## src/rtl/useq_ctl.sv

```systemverilog
// useq_ctl: parametrised microcode sequencer.
// Computes the next microcode ROM address from the sequencing field of the
// current word and passes the remaining control bits through to the datapath.
// It also provides a small micro-return stack, NMI edge capture, a WAIT hold
// and an RDY freeze.
module useq_ctl #(
  parameter int              OPC_W       = 8,
  parameter int              UA_W        = 10,
  parameter int              CW          = 40,
  parameter int              FIN_W       = 5,
  parameter int              STACK_DEPTH = 2,
  parameter logic [UA_W-1:0] FIN_BASE    = 10'h140,
  parameter logic [UA_W-1:0] RST_VEC     = 10'h160,
  parameter logic [UA_W-1:0] IRQ_VEC     = 10'h168,
  parameter logic [UA_W-1:0] NMI_VEC     = 10'h170
) (
  input  logic             clk,
  input  logic             reset,
  input  logic             rdy,
  input  logic [OPC_W-1:0] opcode,
  input  logic             cond,
  input  logic             irq,
  input  logic             nmi,
  input  logic             I,
  output logic [UA_W-1:0]  rom_addr,
  input  logic [CW-1:0]    rom_data,
  output logic [CW-4:0]    ctl,
  output logic             sync,
  output logic             we,
  output logic             ustack_err
);

  // The stack pointer counts 0..STACK_DEPTH. The storage array is sized to the
  // full pointer range, so any pointer value is a legal index.
  localparam int SP_W  = $clog2(STACK_DEPTH + 1);
  localparam int STK_N = 1 << SP_W;

  typedef enum logic [2:0] {
    SEQ_DECODE    = 3'b000,
    SEQ_NEXT      = 3'b001,
    SEQ_FINISH    = 3'b010,
    SEQ_NEXT_SAVE = 3'b011,
    SEQ_BRANCH    = 3'b100,
    SEQ_CALL      = 3'b101,
    SEQ_RETURN    = 3'b110,
    SEQ_WAIT      = 3'b111
  } seq_e;

  // Microword fields.
  seq_e             seq;
  logic             we_next;
  logic [UA_W-1:0]  tgt;
  logic [FIN_W-1:0] fin;
  logic             bpol;

  assign seq     = seq_e'(rom_data[CW-1:CW-3]);
  assign we_next = rom_data[CW-4];
  assign tgt     = rom_data[UA_W-1:0];
  assign fin     = rom_data[UA_W+FIN_W-1:UA_W];
  assign bpol    = rom_data[UA_W+FIN_W];

  // Sequencer state.
  logic [UA_W-1:0]  upc_q;
  logic [SP_W-1:0]  sp_q, sp_d;
  logic [FIN_W-1:0] finish_q, finish_d;
  logic             nmi_q;
  logic             nmi_pend_q, nmi_pend_d;
  logic             we_q;
  logic             ustack_err_q, ustack_err_d;
  logic [UA_W-1:0]  stack_q [STK_N];

  logic [UA_W-1:0]  upc_inc;
  logic [UA_W-1:0]  dec_addr;
  logic             stack_full;
  logic             stack_empty;
  logic             push_en;
  logic             nmi_take;

  // upc+1 wraps naturally at the top of the address space.
  assign upc_inc     = upc_q + UA_W'(1);
  assign stack_full  = (sp_q == SP_W'(STACK_DEPTH));
  assign stack_empty = (sp_q == '0);

  // Instruction-boundary target: a pending NMI beats an unmasked IRQ, which
  // beats the opcode on the data bus.
  assign dec_addr = nmi_pend_q     ? NMI_VEC :
                    (irq & ~I)     ? IRQ_VEC :
                    UA_W'(opcode);

  // A new NMI edge always sets the pending flag, even if it is being taken
  // in the same cycle.
  assign nmi_pend_d = (nmi_pend_q & ~nmi_take) | (nmi & ~nmi_q);

  // Next-address selection and stack/finisher next-state.
  always_comb begin
    rom_addr     = upc_q;
    sp_d         = sp_q;
    finish_d     = finish_q;
    ustack_err_d = ustack_err_q;
    push_en      = 1'b0;
    nmi_take     = 1'b0;
    if (!reset) begin
      rom_addr = RST_VEC;
    end else if (rdy) begin
      case (seq)
        SEQ_DECODE: begin
          rom_addr = dec_addr;
          nmi_take = nmi_pend_q;
        end
        SEQ_NEXT: begin
          rom_addr = tgt;
        end
        SEQ_FINISH: begin
          rom_addr = FIN_BASE | UA_W'(finish_q);
        end
        SEQ_NEXT_SAVE: begin
          rom_addr = tgt;
          finish_d = fin;
        end
        SEQ_BRANCH: begin
          rom_addr = (cond ^ bpol) ? tgt : upc_inc;
        end
        SEQ_CALL: begin
          // The jump is taken even when the return address cannot be saved.
          rom_addr = tgt;
          if (stack_full) begin
            ustack_err_d = 1'b1;
          end else begin
            push_en = 1'b1;
            sp_d    = sp_q + SP_W'(1);
          end
        end
        SEQ_RETURN: begin
          if (stack_empty) begin
            rom_addr     = RST_VEC;
            ustack_err_d = 1'b1;
          end else begin
            rom_addr = stack_q[sp_q - SP_W'(1)];
            sp_d     = sp_q - SP_W'(1);
          end
        end
        SEQ_WAIT: begin
          // Any request wakes the sequencer; the mask only matters at the
          // decode that follows.
          if (nmi_pend_q | irq) begin
            rom_addr = dec_addr;
            nmi_take = nmi_pend_q;
          end
        end
      endcase
    end
  end

  // Control registers: NMI sampling never stalls; everything else advances only when rdy.
  always_ff @(posedge clk) begin
    nmi_q <= nmi;
    if (!reset) begin
      upc_q        <= RST_VEC;
      sp_q         <= '0;
      finish_q     <= '0;
      nmi_pend_q   <= 1'b0;
      we_q         <= 1'b0;
      ustack_err_q <= 1'b0;
    end else begin
      nmi_pend_q <= nmi_pend_d;
      if (rdy) begin
        upc_q        <= rom_addr;
        sp_q         <= sp_d;
        finish_q     <= finish_d;
        we_q         <= we_next;
        ustack_err_q <= ustack_err_d;
      end
    end
  end

  // Return-address storage; contents are meaningless below sp so no reset is needed.
  always_ff @(posedge clk) begin
    if (reset && rdy && push_en) begin
      stack_q[sp_q] <= upc_inc;
    end
  end

  assign ctl        = rom_data[CW-4:0];
  assign sync       = (seq == SEQ_DECODE) & reset & rdy;
  assign we         = we_q;
  assign ustack_err = ustack_err_q;

endmodule
```

## config.mk

```make
export PLATFORM = sky130hd
export DESIGN_NAME = useq_ctl
export DESIGN_NICKNAME = d
export VERILOG_FILES = /design/src/rtl/useq_ctl.sv
export SDC_FILE = /design/constraint.sdc
export NUM_CORES = 1
export LEC_CHECK = 0
export BUFFER_PORTS_ARGS = -buffer_cell sky130_fd_sc_hd__buf_2
export CORE_MARGIN = 2
export CORE_UTILIZATION = 50
export CTS_CLUSTER_SIZE = 14
export DETAILED_ROUTE_END_ITERATION = 8
export HOLD_SLACK_MARGIN = 0.15
export PLACE_DENSITY = 0.78
export SLEW_MARGIN = 20
export SYNTH_ARGS = -nofsm -noshare
export SYNTH_HDL_FRONTEND = slang
export SYNTH_SLANG_ARGS = --single-unit
```

## constraint.sdc

```tcl
create_clock -name clk -period 3.78 [get_ports clk]
set_input_delay 0.945 -clock clk [delete_from_list [all_inputs] [get_ports clk]]
set_output_delay 0.945 -clock clk [all_outputs]
set_load 0.05 [all_outputs]
```

# After elaboration in Yosys (flattened, before gate mapping)
# Memory sizes are Yosys's and may differ from the RTL's.
# Index checks and enable logic that the tools add are counted.
# W data, S select, Z words.
# totals
ff_bits	21
ramBits	40
in_bits	55
out_inout_bits	50
wordCells	67
mem_count	1
# op_classes
addsub	3
eq_ne	12
mux	24
bitwise_logic	11
n_reduce_logical	9
# mem_list
memory	words	word_bits	read_ports	rd_ports_with_merged_regs	write_ports	line_no	source
stack_q	4	10	1	0	1	70	logic [UA_W-1:0] stack_q [STK_N];
# op_table
op	n
$pmux W10 S6	1
$mux W10	5
$mux W9	2
$eq A3 B3 Y1 const B	4
$mux W1	11
$add A10 B1 Y10 const B	1
$ne A2 B2 Y1 const B	4
$reduce_and A4 Y1	2
$eq A3 B2 Y1 const B	2
$and A1 B1 Y1	5
$mux W2	2
$pmux W1 S2	2
$pmux W2 S2	1
$eq A3 B1 Y1 const B	1
$logic_not A3 Y1	1
$not A1 Y1	3
$reduce_or A3 Y1	1
$add A2 B1 Y2 const B	1
$eq A2 B2 Y1 const B	1
$logic_and A1 B1 Y1	2
$logic_not A2 Y1	1
$or A1 B1 Y1	2
$reduce_and A2 Y1	1
$reduce_bool A2 Y1	1
2 further kinds	2

# Logic depth before layout (Yosys ltp)
# logic_depth
depth_word	8
ltp_mapped	8
depth_no_buf	7

# Worst setup path after synthesis
# Ideal clock, no wire load.
# synth_timing
kind	input port to output port
start	in rom_data[15]
end	out rom_addr[0]
t_arrival_ps	2850
required_time_ps	2835
slack_ps	-15
path_stages	5
n_path_buf	1
path_cell_list	xnor2_1 and3_1 clkbuf_1 a222oi_1 o21ai_0
# synth_between
elab_chain_len	5
# synth_lines
element	line_no	source
start: declaration	26	input logic [CW-1:0] rom_data,
$xor A1 B1 Y1	121	rom_addr = (cond ^ bpol) ? tgt : upc_inc;
$mux W10	121	
$pmux W10 S6	105	case (seq)
$mux W10	104	end else if (rdy) begin
$mux W10	102	if (!reset) begin
end: declaration	25	output logic [UA_W-1:0] rom_addr,
# Every way passes these cells.

# Worst setup path after layout
# layout_timing
start	reg sp_q[1]
end	out rom_addr[0]
# layout_between
elab_chain_len	6
word_cells_on_any_way	7
cone_classes	add/sub: 1; mux: 4; reduce/logical: 1; memory: 1
# layout_lines
element	line_no	source
start: declaration	64	logic [SP_W-1:0] sp_q, sp_d;
start signal: assignment	168	sp_q <= sp_d;
$sub A2 B1 Y2	138	rom_addr = stack_q[sp_q - SP_W'(1)];
$mem_v2 Z4 W10	--	
$mux W10 (*)	134	if (stack_empty) begin
$pmux W10 S6 (*)	105	
$mux W10 (*)	104	
$mux W10 (*)	102	
# Every way passes the cells marked *; elsewhere a longest branch is shown, timed or not.

==> impl_metrics.toml <==
[status]
status = "finished clean"

[clock_tree]
clkTransAtPathRegs_ns = 0.07
clk_latency_ns = 0.34
cts_sinks = 61
cts-root-buf = "clkbuf_8"
cts_resized = 0
cts_inserted_buffers = 9
htree_levels = 3
cts_tree = "yes"
cts_setup_buffers = 0
cts-hold-fix-buffers = 0
cts_max_path_buffers = 2

[place]
routabilityCongestion = 0.920
dp_slack_ns = 0.226
port_buffers = 64
hpwl_um = 5820
placed_cells = 416

[yosys]
netlist_area_um2 = 3380
yosys_warnings = 0
avgSynthCellArea_um2 = 11.0
synthFlopType = "edfxtp_1"
synth-seq-cells = 61
synth_cell_types = 55
synth_edf_count = 40
async_flop_share = 0
synthesis.instances = 306
ys_seq_area_frac = 0.480

[critical_path]
startpoint_type = "register"
cp_max_fo = 9
r2r_cells = 6
crit_type = "reg2out"
r2r_end = "upc_q[0]$_SDFFE_PN0P_"
r2r_setup_slack_ns = 1.56
end_kind = "primary output"
arrival_ns = 2.63
reg2reg_from = "sp_q[1]$_SDFFE_PN0P_"
required_ns = 2.83

[routing]
dr.first_iter.drc_count = 295
wirelength_um = 7850
num_vias = 2575
postRouteAntennaNets = 0
wl_per_cell_um = 18.2
post-route-drc-count = 0
vias_per_cell = 5.96
drt_first_pass_iters = 5

[power_and_ir_drop]
max-vdd-ir-drop_mv = 0.273
p_leak_nw = 1.48
power_mw = 1.57
p_per_area_nw_per_um2 = 418

[global_route]
grt-ovfl-total = 0
grt_pass1_vias = 2388
grt_max_degree = 21
grt_pass1_wl_um = 12100
grt_use_total = 0.218
grt_antenna_before_repair = 0

[die]
io-pin-count = 105
core_um2 = 6460
start_util = 0.523
die_w_um = 86.2
rows = 29
die-height_um = 86.2
dieArea_um2 = 7430

[timing]
hold_ws_ns = 0.512
tightest_slew_ns = 0.621
post-route-period-util = 0.945
fin_worst_skew_ns = 0.00988
rsz0062_at_grt = "false"
fin_crit_ns = 3.57
tns_ns = 0
timing.fmax_mhz = 280
setup_violations = 0
relSlewSlack = 0.586
setup_ws_ns = 0.208
maxSlewViolCount = 0
hold_viol = 0

[min_path]
holdPathEnd = "we$_SDFFE_PN0P_"
min_from = "we$_SDFFE_PN0P_"
hp-class = "reg2reg"
whs_path_depth = 2

[cells_and_area]
stdcell_count = 432
drive_above_1_share = 0.290
nFillCells = 555
antenna_cells = 0
area_delta_synth_final_pct = 11.4
nNetsFinal = 410

[job]
cap_violations = 0
-- stage by stage --
step / cell area, um^2 / utilization
2_1_floorplan: 3410 / -
3_3_place_gp: 3560 / 0.551
3_5_place_dp: 3560 / 0.551
4_1_cts: 3760 / 0.582
5_1_grt: 3760 / 0.583
6_report: 3760 / 0.583
-- worst max-delay path by stage --
| stage | startpoint | to | slack, ns |
|---|---|---|---|
| floorplan | rom_data[15] | rom_addr[6] | 0.04 |
| detailed placement | rom_data[37] | rom_addr[1] | 0.23 |
| CTS | sp_q[1]$_SDFFE_PN0P_ | rom_addr[0] | 0.18 |
| global placement | rom_data[37] | rom_addr[3] | 0.27 |
| global route | sp_q[1]$_SDFFE_PN0P_ | rom_addr[0] | 0.06 |
| finish | sp_q[1]$_SDFFE_PN0P_ | rom_addr[0] | 0.21 |
-- power breakdown --
group | switching, mW | internal, mW
combinational | 0.166 | 0.0778
clock | 0.259 | 0.319
sequential | 0.0166 | 0.734
-- worst max-delay path, cell delays in order, from the launching register on --
cell,delay (ns)
dfxtp_1,0.37
inv_1,0.08
ha_1,0.45
buf_4,0.25
mux4_2,0.31
a222oi_1,0.50
o21ai_1,0.10
buf_2,0.22
-- cells by family (layout without fill, tap and decap cells) --
logic type	count (synthesis)	count (layout)	share of synthesized area
xor+xnor	10	10	0.0259
buf+inv	56	96	0.108
compound gates	75	75	0.150
fa+ha+maj	5	5	0.0185
other cells	1	10	0.00111
simple gates	83	83	0.139
mux	15	15	0.0778
flops	61	61	0.480
-- state kept, by name, indices dropped and copies added, names as in the netlist --
| name | cells |
|---|---|
| we | 1 |
| finish_q | 5 |
| ustack_err | 1 |
| stack_q | 40 |
| sp_q | 2 |
| nmi_pend_q | 1 |
| nmi_q | 1 |
| upc_q | 10 |
-- cells in the final DEF (no fill, tap or decap), types with 3 or more instances in the layout --
cell | synthesis | routed
a22oi_1 | 3 | 3
a31oi_1 | 4 | 4
edfxtp_1 | 40 | 40
nand2_1 | 17 | 17
clkinvlp_4 | 0 | 3
dfxtp_1 | 21 | 21
nor2_1 | 9 | 9
mux2i_1 | 6 | 6
clkbuf_8 | 0 | 10
xnor2_1 | 8 | 8
buf_2 | 3 | 64
and3_1 | 11 | 11
nor2b_1 | 15 | 15
mux4_2 | 9 | 9
ha_1 | 5 | 5
a221oi_1 | 5 | 5
inv_1 | 7 | 7
o211ai_1 | 3 | 3
o21ai_0 | 11 | 10
a222oi_1 | 3 | 3
nand2b_1 | 6 | 6
buf_4 | 40 | 9
nand3_1 | 6 | 6
a21oi_1 | 20 | 20
o21ai_1 | 3 | 4
conb_1 | 1 | 10
-- cell usage after synthesis, drive strengths merged (2+ instances only) --
| cell | instances | area share |
|---|---|---|
| mux2i | 6 | 0.018 |
| a221oi | 5 | 0.013 |
| o211ai | 3 | 0.0067 |
| mux4 | 9 | 0.060 |
| nand3b | 2 | 0.0044 |
| nor2b | 16 | 0.032 |
| a31oi | 4 | 0.0074 |
| nor2 | 9 | 0.010 |
| a21oi | 20 | 0.030 |
| a222oi | 3 | 0.0089 |
| a2111oi | 3 | 0.0096 |
| nand4 | 2 | 0.0037 |
| nor4 | 3 | 0.0056 |
| nor3 | 3 | 0.0059 |
| nand2b | 6 | 0.011 |
| dfxtp | 21 | 0.12 |
| inv | 7 | 0.0078 |
| clkbuf | 6 | 0.0067 |
| xor2 | 2 | 0.0052 |
| a211o | 2 | 0.0052 |
| edfxtp | 40 | 0.36 |
| a22oi | 3 | 0.0067 |
| a211oi | 2 | 0.0044 |
| and3 | 11 | 0.020 |
| o21ai | 14 | 0.021 |
| ha | 5 | 0.019 |
| nand3 | 7 | 0.012 |
| a32oi | 2 | 0.0052 |
| buf | 43 | 0.093 |
| o2bb2ai | 2 | 0.0052 |
| o31ai | 2 | 0.0044 |
| nand2 | 17 | 0.019 |
| a21boi | 3 | 0.0067 |
| xnor2 | 8 | 0.021 |
| o22ai | 2 | 0.0037 |
-- final cells by class --
type | instances | area [um^2] | share of cell area
Sequential cell | 61 | 1620 | 0.431
Multi-Input combinational cell | 198 | 1430 | 0.380
Timing Repair Buffer | 73 | 388 | 0.103
Clock buffer | 10 | 138 | 0.0366
Tap cell | 77 | 96.3 | 0.0256
Clock inverter | 6 | 62.6 | 0.0166
Inverter | 7 | 26.3 | 0.00698
-- metal layers --
| metal | global-route usage | part of all wire | wire (um) | vias to the layer above |
|---|---|---|---|---|
| li1 | - | - | - | 1203 |
| met1 | 0.277 | 0.42 | 3290 | 1240 |
| met2 | 0.355 | 0.49 | 3840 | 109 |
| met3 | 0.0476 | 0.068 | 532 | 23 |
| met4 | 0.109 | 0.024 | 186 | 0 |
| met5 | 0 | 0 | 0 | - |
Power figures use the tool's default switching activity.
